`src/rtl/uart_rx.sv`:
```
// UART receive engine: 2-flop synchronised line, mid-bit sampling at a 32/16/8-clock
// bit period, optional parity, and one-cycle valid / parity-error / stop-error strobes.
module uart_rx #(
  parameter int PARITY_EN = 1,
  parameter int DATA_W    = 8
) (
  input  logic              clk,
  input  logic              rst,
  input  logic [1:0]        clk_rate,
  input  logic              par_typ,
  input  logic              rx_in,
  output logic [DATA_W-1:0] rx_data,
  output logic              rx_valid,
  output logic              par_err,
  output logic              stop_err,
  output logic              busy
);

  localparam int IDX_W = (DATA_W > 1) ? $clog2(DATA_W) : 1;

  typedef enum logic [2:0] {
    IDLE,
    START,
    DATA,
    PARITY,
    STOP
  } state_t;

  state_t            state_q, state_d;
  logic              meta_q, meta_d;
  logic              rx_s_q, rx_s_d;
  logic              hist_q, hist_d;
  logic [4:0]        cnt_q, cnt_d;
  logic [1:0]        rate_q, rate_d;
  logic [IDX_W-1:0]  idx_q, idx_d;
  logic [DATA_W-1:0] shift_q, shift_d;
  logic              par_bad_q, par_bad_d;
  logic [DATA_W-1:0] rx_data_q, rx_data_d;
  logic              rx_valid_q, rx_valid_d;
  logic              par_err_q, par_err_d;
  logic              stop_err_q, stop_err_d;
  logic              busy_q, busy_d;

  logic              start_edge;
  logic [4:0]        last_cnt;
  logic [4:0]        half_cnt;

  // Period terminal counts come from the rate latched at the start edge, never the live input.
  always_comb begin
    last_cnt = 5'd7;
    half_cnt = 5'd3;
    case (rate_q)
      2'b00: begin
        last_cnt = 5'd31;
        half_cnt = 5'd15;
      end
      2'b01: begin
        last_cnt = 5'd15;
        half_cnt = 5'd7;
      end
      default: begin
        last_cnt = 5'd7;
        half_cnt = 5'd3;
      end
    endcase
  end

  assign start_edge = hist_q & ~rx_s_q;

  always_comb begin
    state_d    = state_q;
    meta_d     = rx_in;
    rx_s_d     = meta_q;
    hist_d     = rx_s_q;
    cnt_d      = cnt_q + 5'd1;
    rate_d     = rate_q;
    idx_d      = idx_q;
    shift_d    = shift_q;
    par_bad_d  = par_bad_q;
    rx_data_d  = rx_data_q;
    rx_valid_d = 1'b0;
    par_err_d  = 1'b0;
    stop_err_d = 1'b0;

    case (state_q)
      IDLE: begin
        cnt_d = 5'd0;
        if (start_edge && (clk_rate != 2'b11)) begin
          rate_d    = clk_rate;
          par_bad_d = 1'b0;
          state_d   = START;
        end
      end

      START: begin
        if (cnt_q == half_cnt) begin
          cnt_d = 5'd0;
          if (!rx_s_q) begin
            idx_d   = '0;
            state_d = DATA;
          end else begin
            state_d = IDLE;
          end
        end
      end

      // One full period after mid-start lands in mid-bit, so every later sample is at P-1.
      DATA: begin
        if (cnt_q == last_cnt) begin
          cnt_d   = 5'd0;
          shift_d = {rx_s_q, shift_q[DATA_W-1:1]};
          if (idx_q == IDX_W'(DATA_W - 1)) begin
            state_d = (PARITY_EN != 0) ? PARITY : STOP;
          end else begin
            idx_d = idx_q + 1'b1;
          end
        end
      end

      PARITY: begin
        if (cnt_q == last_cnt) begin
          cnt_d     = 5'd0;
          par_bad_d = rx_s_q ^ (^shift_q) ^ par_typ;
          state_d   = STOP;
        end
      end

      // Leaving at mid-stop gives half a bit of margin to catch a back-to-back start edge.
      STOP: begin
        if (cnt_q == last_cnt) begin
          cnt_d      = 5'd0;
          rx_data_d  = shift_q;
          stop_err_d = ~rx_s_q;
          par_err_d  = par_bad_q;
          rx_valid_d = rx_s_q & ~par_bad_q;
          state_d    = IDLE;
        end
      end

      default: begin
        cnt_d   = 5'd0;
        state_d = IDLE;
      end
    endcase

    busy_d = (state_d != IDLE);
  end

  always_ff @(posedge clk or negedge rst) begin
    if (!rst) begin
      state_q    <= IDLE;
      meta_q     <= 1'b1;
      rx_s_q     <= 1'b1;
      hist_q     <= 1'b1;
      cnt_q      <= 5'd0;
      rate_q     <= 2'b00;
      idx_q      <= '0;
      shift_q    <= '0;
      par_bad_q  <= 1'b0;
      rx_data_q  <= '0;
      rx_valid_q <= 1'b0;
      par_err_q  <= 1'b0;
      stop_err_q <= 1'b0;
      busy_q     <= 1'b0;
    end else begin
      state_q    <= state_d;
      meta_q     <= meta_d;
      rx_s_q     <= rx_s_d;
      hist_q     <= hist_d;
      cnt_q      <= cnt_d;
      rate_q     <= rate_d;
      idx_q      <= idx_d;
      shift_q    <= shift_d;
      par_bad_q  <= par_bad_d;
      rx_data_q  <= rx_data_d;
      rx_valid_q <= rx_valid_d;
      par_err_q  <= par_err_d;
      stop_err_q <= stop_err_d;
      busy_q     <= busy_d;
    end
  end

  assign rx_data  = rx_data_q;
  assign rx_valid = rx_valid_q;
  assign par_err  = par_err_q;
  assign stop_err = stop_err_q;
  assign busy     = busy_q;

endmodule

```
`config.mk`:
```
export PLATFORM = sky130hd
export DESIGN_NAME = uart_rx
export DESIGN_NICKNAME = d
export VERILOG_FILES = /design/src/rtl/uart_rx.sv
export SDC_FILE = /design/constraint.sdc
export NUM_CORES = 1
export LEC_CHECK = 0
export ABC_AREA = 0
export BUFFER_PORTS_ARGS = -buffer_cell sky130_fd_sc_hd__buf_2
export CAP_MARGIN = 20
export CORE_ASPECT_RATIO = 0.8
export CORE_MARGIN = 2
export CORE_UTILIZATION = 57
export CTS_CLUSTER_SIZE = 30
export DETAILED_ROUTE_END_ITERATION = 8
export PLACE_DENSITY = 0.76
export RECOVER_POWER = 50
export SYNTH_ARGS = -nofsm -noshare
export SYNTH_HDL_FRONTEND = slang
export SYNTH_SLANG_ARGS = --single-unit
```
`constraint.sdc`:
```
create_clock -name clk -period 2.75 [get_ports clk]
set_clock_uncertainty 0.1 [all_clocks]
set_input_delay 0.55 -clock clk [delete_from_list [all_inputs] [get_ports clk]]
set_output_delay 0.55 -clock clk [all_outputs]
set_load 0.01 [all_outputs]
```
# Word-level counts from Yosys, hierarchy flattened
# Cells that the tools add are included.
# totals
regBits	37
# classes
add_sub_neg	2
n_eq_ne	15
mux	27
bitwise_logic	6
reduce_logical	13
# op_table
operator	n
$mux 3	10
$pmux 5 s2	2
$pmux 3 s5	1
$ne 2x2->1 const B	7
$eq 5x5->1	2
$mux 5	2
$mux 1	8
$pmux 4 s2	1
$reduce_xor 8->1	1
$eq 3x2->1 const B	2
$eq 3x3->1 const B	2
$pmux 3 s2	1
$reduce_and 2->1	3
$add 5x1->5 const B	1
$reduce_and 5->1	1
$reduce_bool 2->1	2
$add 3x1->3 const B	1
$eq 3x1->1 const B	1
$logic_not 3->1	1
$reduce_and 3->1	1
$reduce_bool 3->1	1
$reduce_or 3->1	1
$and 1x1->1	2
$eq 2x1->1 const B	1
other kinds (6)	8

# Longest topological paths before layout
# Gate-level depths: netlist of the first run.
# depth
depth_word	6
ltp_mapped	6

# Worst setup path before layout of the first run
# No wires, ideal clock.
# synth_path
kind	register to register
startpoint	reg cnt_q[3]
endpoint	reg rx_data_q[1] (netlist: rx_data[1])
arrival_ns	1.750
required_time_ns	2.525
slack_ns	0.775
path_stages_with_launch	7
n_path_buf	2
cell_sequence	dfrtp_1 buf_2 and4bb_4 o311ai_4 or2_4 buf_12 mux2_4
# synth_via
elab_chain_len	2
# synth_rtl
element	line_no	source
from (decl)	33	logic [4:0] cnt_q, cnt_d;
from (signal assigned)	170	cnt_q <= cnt_d;
$eq 5x5->1	130	if (cnt_q == last_cnt) begin
$reduce_and 2->1 (no source line)	--	
to (signal assigned)	175	rx_data_q <= rx_data_d;
to (decl)	38	logic [DATA_W-1:0] rx_data_q, rx_data_d;
# No other way between the ends.
# A chain may end at the register's enable or synchronous reset.

# Final worst setup path of the first run
# layout_path
startpoint	reg cnt_q[3]
endpoint	reg rx_data_q[0] (netlist: rx_data[0])
# Same word-level chain as after synthesis.

==> results_dict.tcl, run 1 <==
set metrics [dict create \
    max_cap_viol_count 1 \
    dpl.hpwl_um 2100 \
    critPathKind "register to register" \
    final_antenna_net_count 0 \
    synth_edf_count 0 \
    routedWlPerCell_um 16.0 \
    status "finished with violations" \
    syn-cell-area_um2 1740 \
    cp.arrival_ps 2190 \
    ys_seq_elements 37 \
    p_total_w 0.00158 \
    holdWs_ps 261 \
    endpoint_kind "register" \
    fin_ws_ps 635 \
    routed_wl_um 3030 \
    placed_area_um2 1840 \
    max_freq_mhz 473 \
    syn_inst 132 \
    r2r-end "rx_data[0]" \
    clock_latency_ps 290 \
    cts_tree "done" \
    crit_fanout 11 \
    async_flop_share 1.00 \
    r2r_start "cnt_q[3]" \
    hp-start "rx_in" \
    dieArea_um2 3510 \
    grt_usage 0.206 \
    io_buffers 17 \
    syn_avg_cell_area_um2 13.2 \
    vdd_ir_drop_max_uv 645 \
    violations "capacitance limit, slew limit" \
    grt_pass1_vias 1062 \
    initial_core_util 0.615 \
    h-tree-depth 2 \
    coreArea_um2 2830 \
    regArea_um2 930 \
    synth_nets 141 \
    critPathLaunchType "register" \
    holdBufCountCts 0 \
    cts.repair.resized 0 \
    rsz0062_at_grt "false" \
    num_io_pins 18 \
    crit_required_ps 2830 \
    first_iter_violations 66 \
    gp_congestion 0.739 \
    vias_per_cell 5.58 \
    stdcell_area_um2 1960 \
    grt_pass1_wl_um 5160 \
    drc 0 \
    dpl_worst_slack_ps 654 \
    clk_pin_slew_ps 70 \
    antenna_found_initial 0 \
    post_cts_buffers 0 \
    slew_viol_final 38 \
    via_count 1061 \
    fp.dieH_um 53.4 \
    clockBufferDepth 2 \
    reg2reg_setup_slack_ps 630 \
    multiInputGateArea_um2 766 \
    nets 160 \
    period_share 0.769 \
    hp-class "input port to register" \
    finalHoldViolCount 0 \
    yosysWarnings 0 \
    powerDensity_nw_per_um2 807 \
    setup_viol 0 \
    period_minus_slack_ps 2120 \
    std_cell_rows 17 \
    fillCellCount 215 \
    crit_path_start "cnt_q[3]" \
    cts.sinks 37 \
    grt_max_degree 38 \
    tightest_slew_ps 1860 \
    antennaDiodeCount 0 \
    p_leak_nw 0.934 \
    synth_ff_type "dfrtp_1" \
    layout-area-overhead-vs-synth_pct 12.9 \
    ys_types 39 \
    fin_tns_setup_ps 0 \
    slew-limit-headroom -0.240 \
    ys_seq_area_frac 0.534 \
    cts_root_buf "clkbuf_8" \
    dr.pass1.iters 4 \
    die_x_um 65.8 \
    grt_overflow 0 \
    drive_gt1_frac 0.336 \
    reg2reg_depth 4 \
    numCtsBuffers 5 \
    cp-endpoint "rx_data[0]" \
]
-- routing by layer --
metal	track usage	up-vias	wire length (um)	part of all wire
li1	-	501	-	-
met1	0.266	534	1390	0.46
met3	0.0638	4	132	0.044
met4	0.0729	0	25	0.0082
met5	0	-	0	0
met2	0.330	22	1480	0.49
-- logic make-up after synthesis --
group                    synth area share
XOR/XNOR                           0.0654
AO/OA/AOI/OAI                      0.0791
buffers and inverters              0.0259
AND/OR/NAND/NOR                     0.136
multiplexers                        0.138
adder cells (fa/ha/maj)            0.0216
flip-flops                          0.534
-- synthesized netlist by cell type (3+ instances only) --
master	instances	area [um2]
dfrtp_1	34	851
ha_1	3	37.5
nand3_1	4	20.0
mux2_2	12	135
xnor2_1	11	96.3
o21ai_0	3	15.0
nand2_1	3	11.3
nand2b_1	3	18.8
nor3b_1	3	22.5
mux2_4	7	105
dfstp_2	3	78.8
nor2_1	6	22.5
a21oi_1	5	25.0
-- cells in the final DEF (no fill, tap or decap), types with 2 or more instances in the layout --
cell type,instances
nand2_1,3
a22o_1,2
nor3b_1,3
o21ai_0,3
clkbuf_1,4
buf_2,13
mux2_2,12
a21oi_1,5
ha_1,3
xnor2_1,11
nand2b_1,3
nor2b_1,2
bufinv_16,2
dfrtp_1,34
clkbuf_8,5
inv_1,2
mux2_4,7
xor2_1,2
nor4_1,2
nand3_1,4
dfstp_2,2
and4bb_4,2
nor2_1,6
nor3_1,2
-- worst min-delay path by stage --
stage	end	slack, ps	depth (start not counted)
2_1_floorplan	busy	150	0
3_3_place_gp	hist_d	250	0
3_5_place_dp	hist_d	250	0
4_1_cts	stop_err	250	1
5_1_grt	meta_q	250	1
6_report	meta_q	260	1
-- cell type report --
cell class,count,share of cell area
Clock buffer,5,0.0350
Clock inverter,3,0.0331
Multi-Input combinational cell,88,0.390
Sequential cell,37,0.473
Tap cell,38,0.0242
Inverter,2,0.00382
Timing Repair Buffer,17,0.0408
-- sequential cells by signal, summed over array words and instances (netlist names) --
signal / flops
stop_err: 1
meta_q: 1
hist_q: 1
rx_data: 8
hist_d: 1
par_err: 1
rate_q: 2
par_bad_q: 1
idx_q: 3
busy: 1
shift_q: 8
state_q: 3
rx_valid: 1
cnt_q: 5
-- critical path, cell delays in order (launching register included) --
cell and delay (ps):
dfrtp_1 470, and4bb_4 250, o311ai_4 490, or2_4 340
mux2_2 360
-- stage by stage --
| step | std cells | util |
|---|---|---|
| finish | 190 | 0.694 |
| global route | 190 | 0.694 |
| CTS | 190 | 0.696 |
| detailed placement | 182 | 0.649 |
| global placement | 182 | 0.649 |
| floorplan | 132 | - |
-- power by group --
part | internal, W | total, W | switching [W] | leakage (nW)
Sequential | 0.000618 | 0.000725 | 0.000107 | 0.487
Combinational | 0.000153 | 0.000313 | 0.000159 | 0.379
Clock | 0.000360 | 0.000547 | 0.000187 | 0.0681
Total | 0.00113 | 0.00158 | 0.000453 | 0.934
No activity file was read; power rests on OpenSTA's default activity.
==> inputs of run 2 (changes only) <==
Settings changed: ABC_AREA 0 to 1, CORE_UTILIZATION 57 to 52, PLACE_DENSITY 0.76 to 0.72.
Clock period 2.75 ns to 1.7 ns, I/O delays scaled along.
==> run 2 against run 1 <==
Combinational power is 50% higher. Synthesized cell count is 54% higher. The run now ends clean. Final cell count is 43% higher. Critical path depth is 1 higher. Fmax is 32% higher. Flip-flop and latch count stayed put. Critical endpoint is now cnt_q[0]. Global-route usage is 3.5 points lower. Worst setup slack worse by 540 ps. Largest cell class unchanged.
==> results_dict.tcl, run 2 <==
set metrics [dict create \
    status "complete, no violations" \
    slew-limit-headroom 0.416 \
    syn_inst 203 \
    first_iter_violations 71 \
    power_switching_share 0.311 \
    fin_ws_ps 98.9 \
    synth_top_area_cell "dfrtp_1" \
    async_flop_share 1.00 \
    dpl_worst_slack_ps 60.9 \
    grt_pass1_vias 1193 \
    pwr-share-seq 0.495 \
    synth_edf_count 0 \
    reg2reg_setup_slack_ps 100 \
    num_io_pins 18 \
    r2r-end "cnt_q[0]" \
    dieArea_um2 3930 \
    hp-class "input port to register" \
    dpl.hpwl_um 2140 \
    post_cts_buffers 0 \
    layout-area-overhead-vs-synth_pct 13.7 \
    hold_end "meta_q" \
    synthDominantCellAreaShare 0.476 \
    fin_tns_setup_ps 0 \
    placed_area_um2 1940 \
    std_cell_rows 19 \
    grt_usage 0.172 \
    synth_area_leaders "dfrtp_1 48%, nand2_1 14%, dfstp_2 4.4%" \
    holdWs_ps 50.1 \
    via_count 1307 \
    max_freq_mhz 625 \
    antennaDiodeCount 0 \
    crit_required_ps 1820 \
    cts_root_buf "clkbuf_8" \
    vdd_ir_drop_max_uv 615 \
    finalHoldViolCount 0 \
    slew_viol_final 0 \
    tightest_slew_ps 876 \
    nets 238 \
    reg2reg_depth 5 \
    final_common_cell "nand2_1" \
    routed_wl_um 2930 \
    critPathLaunchType "register" \
    synth_ff_type "dfrtp_1" \
    cp.arrival_ps 1720 \
    drc 0 \
    grt_pass1_wl_um 5180 \
    max_cap_viol_count 0 \
    stdcell_area_um2 2030 \
    ys_seq_elements 37 \
    clk_pin_slew_ps 60 \
    drive_gt1_frac 0.226 \
    h-tree-depth 2 \
    routedWlPerCell_um 10.8 \
    gp_congestion 0.813 \
    numCtsBuffers 5 \
    max_stage_delay_ps 470 \
    grt_overflow 0 \
    p_leak_nw 1.06 \
    die_x_um 69.6 \
    min_delay_path_depth 1 \
    grt_max_degree 38 \
    syn-cell-area_um2 1790 \
    rsz0062_at_grt "false" \
    cts.sinks 37 \
    most-common-layout-cells "67 x nand2_1, 34 x dfrtp_1, 21 x inv_1, 15 x nor2_1, 15 x buf_2" \
    path_cells "nor3_2 -> a21oi_1 -> o21ai_1 -> inv_2 -> nor2_1" \
    critPathKind "register to register" \
    endpoint_kind "register" \
    vias_per_cell 4.81 \
    ys_seq_area_frac 0.520 \
    period_share 0.942 \
    yosysWarnings 0 \
    io_buffers 17 \
    fp.dieH_um 56.4 \
    ys_types 27 \
    synth_nets 212 \
    yosysMostFrequentCell "nand2_1" \
    clockBufferDepth 2 \
    syn_avg_cell_area_um2 8.81 \
    crit_fanout 4 \
    coreArea_um2 3350 \
    ys_top_cells_by_count "67 x nand2_1, 34 x dfrtp_1, 21 x inv_1, 15 x nor2_1" \
    cts_tree "done" \
    p_comb_frac 0.220 \
    crit_slowest_cell "nor3_2" \
    clkPwrFrac 0.286 \
    hp-start "rx_in" \
    antenna_found_initial 0 \
    initial_core_util 0.533 \
    dr.pass1.iters 4 \
    clock_latency_ps 290 \
    setup_viol 0 \
    powerDensity_nw_per_um2 1050 \
    switching_power_w 0.000667 \
    period_minus_slack_ps 1600 \
    power.internal_w 0.00148 \
    r2r_start "state_q[1]" \
    final_antenna_net_count 0 \
]
-- run 2: worst max path at each step --
stage               start         end  slack (ps)  cells after the start
2_1_floorplan    cnt_q[0]  rx_data[2]         220                      8
3_3_place_gp     cnt_q[0]    idx_q[2]         140                      8
3_5_place_dp     cnt_q[0]  rx_data[3]          60                      8
4_1_cts          cnt_q[0]  rx_data[3]          60                      8
5_1_grt          cnt_q[0]  shift_q[3]           8                      7
6_report       state_q[1]    cnt_q[0]         100                      5
-- run 2: timing repair --
action,4_1_cts,5_1_grt
setup endpoints to repair,0,14
hold buffers,1,0
resized for setup,0,3
hold endpoints to repair,34,0
-- run 2: metrics by stage --
stage	util	cells	power, W
detailed placement	0.578	263	0.00155
CTS	0.608	272	0.00217
floorplan	-	203	0.00142
global placement	0.578	263	0.00154
finish	0.607	272	0.00214
global route	0.607	272	0.00228
-- run 2: cell families (layout without fill, tap and decap cells) --
| logic type | count (synthesis) | in the layout | share of synthesized area |
|---|---|---|---|
| and+or+nand+nor | 108 | 108 | 0.279 |
| DFF | 37 | 37 | 0.520 |
| buffers and inverters | 27 | 54 | 0.0665 |
| AOI/OAI and AO/OA | 21 | 21 | 0.0735 |
| xor gates and xnor gates | 6 | 6 | 0.0336 |
| adders and majority gates | 3 | 3 | 0.0210 |
| muxes | 1 | 1 | 0.00630 |
-- run 2: area by class of cell --
type,count,area (um2)
Multi-Input combinational cell,139,756
Clock buffer,8,90.1
Tap cell,42,52.6
Fill cell,289,1320
Sequential cell,37,930
Inverter,25,96.3
Timing Repair Buffer,21,109
-- run 2: worst max-delay path, delay by kind of cell (launching register included) --
family                 cells  cell delay [ps]
buffers and inverters      1               70
AND/OR/NAND/NOR            2              570
flip-flops                 1              410
AO/OA/AOI/OAI              2              380
-- run 2: power groups by stage --
stage               Combinational (W)  Clock, W  Sequential, W
global placement             0.000470         0        0.00107
CTS                          0.000476  0.000632        0.00106
detailed placement           0.000472         0        0.00107
global route                 0.000536  0.000675        0.00107
finish                       0.000471  0.000612        0.00106
floorplan                    0.000351         0        0.00106
-- run 2: metal layers --
metal  routed length (um)  up-vias  global-route usage  share of wire
met1                 1420      581               0.239           0.48
met5                    0        -                   0              0
met2                 1260       30               0.246           0.43
met4                   58        0              0.0756          0.020
li1                     -      689                   -              -
met3                  190        7              0.0557          0.065
==> inputs of run 3 (changes only) <==
Clock period 1.7 ns to 1.4 ns, I/O delays scaled along.
==> run 3 against run 2 <==
The flow now finishes with violations (setup timing). Sequential share of layout area shrank 7.3 points. Worst hold slack better by 120 ps. Die area is the same. Worst setup slack worse by 210 ps. First-iteration DRC count down 20%. Design area grew 19%. Non-clock buffer count increased by 25. Combinational power up 98%. Final cell count up 9.6%. Critical path type unchanged. Critical endpoint is now idx_q[0]. Largest power group unchanged.
==> results_dict.tcl, run 3 (synthesis gave the netlist of run 2 again) <==
set metrics [dict create \
    crit_fanout 12 \
    clockBufferDepth 2 \
    setup_viol 33 \
    dr.pass1.iters 4 \
    vias_per_cell 4.83 \
    final_cells 298 \
    slew_viol_final 0 \
    drive_gt1_frac 0.426 \
    cts_root_buf "clkbuf_8" \
    endpoint_kind "register" \
    numCtsBuffers 5 \
    crit_path_start "rate_q[1]" \
    grt_usage 0.218 \
    cts.sinks 37 \
    drc 0 \
    hp-start "clk_rate[0]" \
    fp.dieH_um 56.4 \
    clkPwrFrac 0.252 \
    grt.busiest_layer "met2" \
    cp.arrival_ps 1650 \
    num_io_pins 18 \
    grt_max_degree 24 \
    routedWlPerCell_um 12.8 \
    dpl.hpwl_um 2550 \
    holdWs_ps 169 \
    crit_family "simple AND/OR/NAND/NOR gates" \
    first_iter_violations 57 \
    crit_slowest_cell "dfrtp_2" \
    max_freq_mhz 661 \
    std_cell_rows 19 \
    power.internal_w 0.00202 \
    tightest_slew_ps 358 \
    use_met1 0.289 \
    grt_pass1_vias 1446 \
    finalHoldViolCount 0 \
    max_stage_delay_ps 460 \
    status "finished with violations" \
    grt_overflow 0 \
    coreArea_um2 3350 \
    slew-limit-headroom 0.761 \
    antennaDiodeCount 0 \
    powerDensity_nw_per_um2 1250 \
    switching_power_w 0.00101 \
    final_common_cell "nand2_1" \
    hp-class "input port to register" \
    vdd_ir_drop_max_uv 1040 \
    antenna_found_initial 0 \
    violations "setup timing" \
    gp_congestion 0.771 \
    critPathLaunchType "register" \
    use_met2 0.342 \
    clk_pin_slew_ps 70 \
    final_antenna_net_count 0 \
    pwr-share-seq 0.439 \
    max_cap_viol_count 0 \
    dieArea_um2 3930 \
    path_buf_inv 1 \
    p_comb_frac 0.309 \
    p_leak_nw 1.26 \
    initial_core_util 0.533 \
    h-tree-depth 2 \
    met3_usage 0.0700 \
    power_switching_share 0.333 \
    path_cells "nor2_4 -> xnor2_2 -> nand2_4 -> nor2_8 -> buf_12 -> nand3b_1 -> nand2_1" \
    rsz0062_at_grt "true" \
    critPathKind "register to register" \
    crit_required_ps 1540 \
    grt_pass1_wl_um 6540 \
    layout-area-overhead-vs-synth_pct 35.3 \
    period_share 1.08 \
    routed_wl_um 3810 \
    r2r_start "rate_q[1]" \
    dp.cells 279 \
    via_count 1439 \
    die_x_um 69.6 \
    fin_ws_ps -112 \
    most-common-layout-cells "55 x nand2_1, 33 x dfrtp_1, 19 x buf_4, 18 x inv_1, 16 x buf_2" \
    period_minus_slack_ps 1510 \
    nets 264 \
    cts_tree "done" \
    clock_latency_ps 300 \
    io_buffers 17 \
]
## run 3: cell types whose count changed in the layout (fill, tap and decap cells not counted), sizes merged
cell | previous run | this run
buf | 16 | 42
clkbuf | 12 | 10
dlygate4sd3 | 1 | 2
nand2 | 71 | 72
## run 3: what timing repair did
item	4_1_cts	5_1_grt
endpoints found under the hold margin	12	0
pin swaps	6	4
setup endpoints to repair	34	34
hold buffers	2	0
gates resized for setup	19	23
setup buffers	5	3
cloned	1	0
## run 3: routing by layer
layer / share of wire / routed length [um] / up-vias
li1: - / - / 737
met1: 0.48 / 1830 / 677
met2: 0.47 / 1800 / 18
met3: 0.034 / 130 / 7
met4: 0.013 / 48 / 0
met5: 0 / 0 / -
## run 3: area by class of cell
cell class	instances	area, um2
flip-flops and latches	37	931
well taps	42	52.6
clock buffers	8	90.1
inverters	25	101
repair buffers	46	352
fillers	238	932
multi-input cells	140	893
## run 3: metrics by stage
stage / TNS, ps / setup slack (ps) / cell area [um2] / total power [W] / util
after floorplan: -61.4 / -8.45 / 1800 / 0.00173 / -
after global placement: -1050 / -79.8 / 2070 / 0.00203 / 0.617
after detailed placement: -2480 / -134 / 2070 / 0.00205 / 0.617
after CTS: -1240 / -82.7 / 2320 / 0.00293 / 0.693
after global routing: -4650 / -200 / 2420 / 0.00321 / 0.722
final: -2200 / -112 / 2420 / 0.00302 / 0.722
## run 3: final timing paths
| kind | endpoint | slack, ps | cells past startpoint |
|---|---|---|---|
| min in group asynchronous | cnt_q[4] | 320 | 2 |
| min reg2reg | hist_d | 270 | 0 |
| max in group asynchronous | shift_q[2] | 200 | 3 |
| min | rate_q[0] | 170 | 2 |
| max reg2reg | idx_q[0] | -110 | 7 |
| max | idx_q[0] | -110 | 7 |
## run 3: power groups by stage
stage	clock network (W)	logic, W	registers, W
floorplan	0	0.000438	0.00130
global placement	0	0.000729	0.00130
detailed placement	0	0.000744	0.00131
CTS	0.000790	0.000830	0.00131
global route	0.000819	0.00104	0.00134
finish	0.000762	0.000934	0.00133
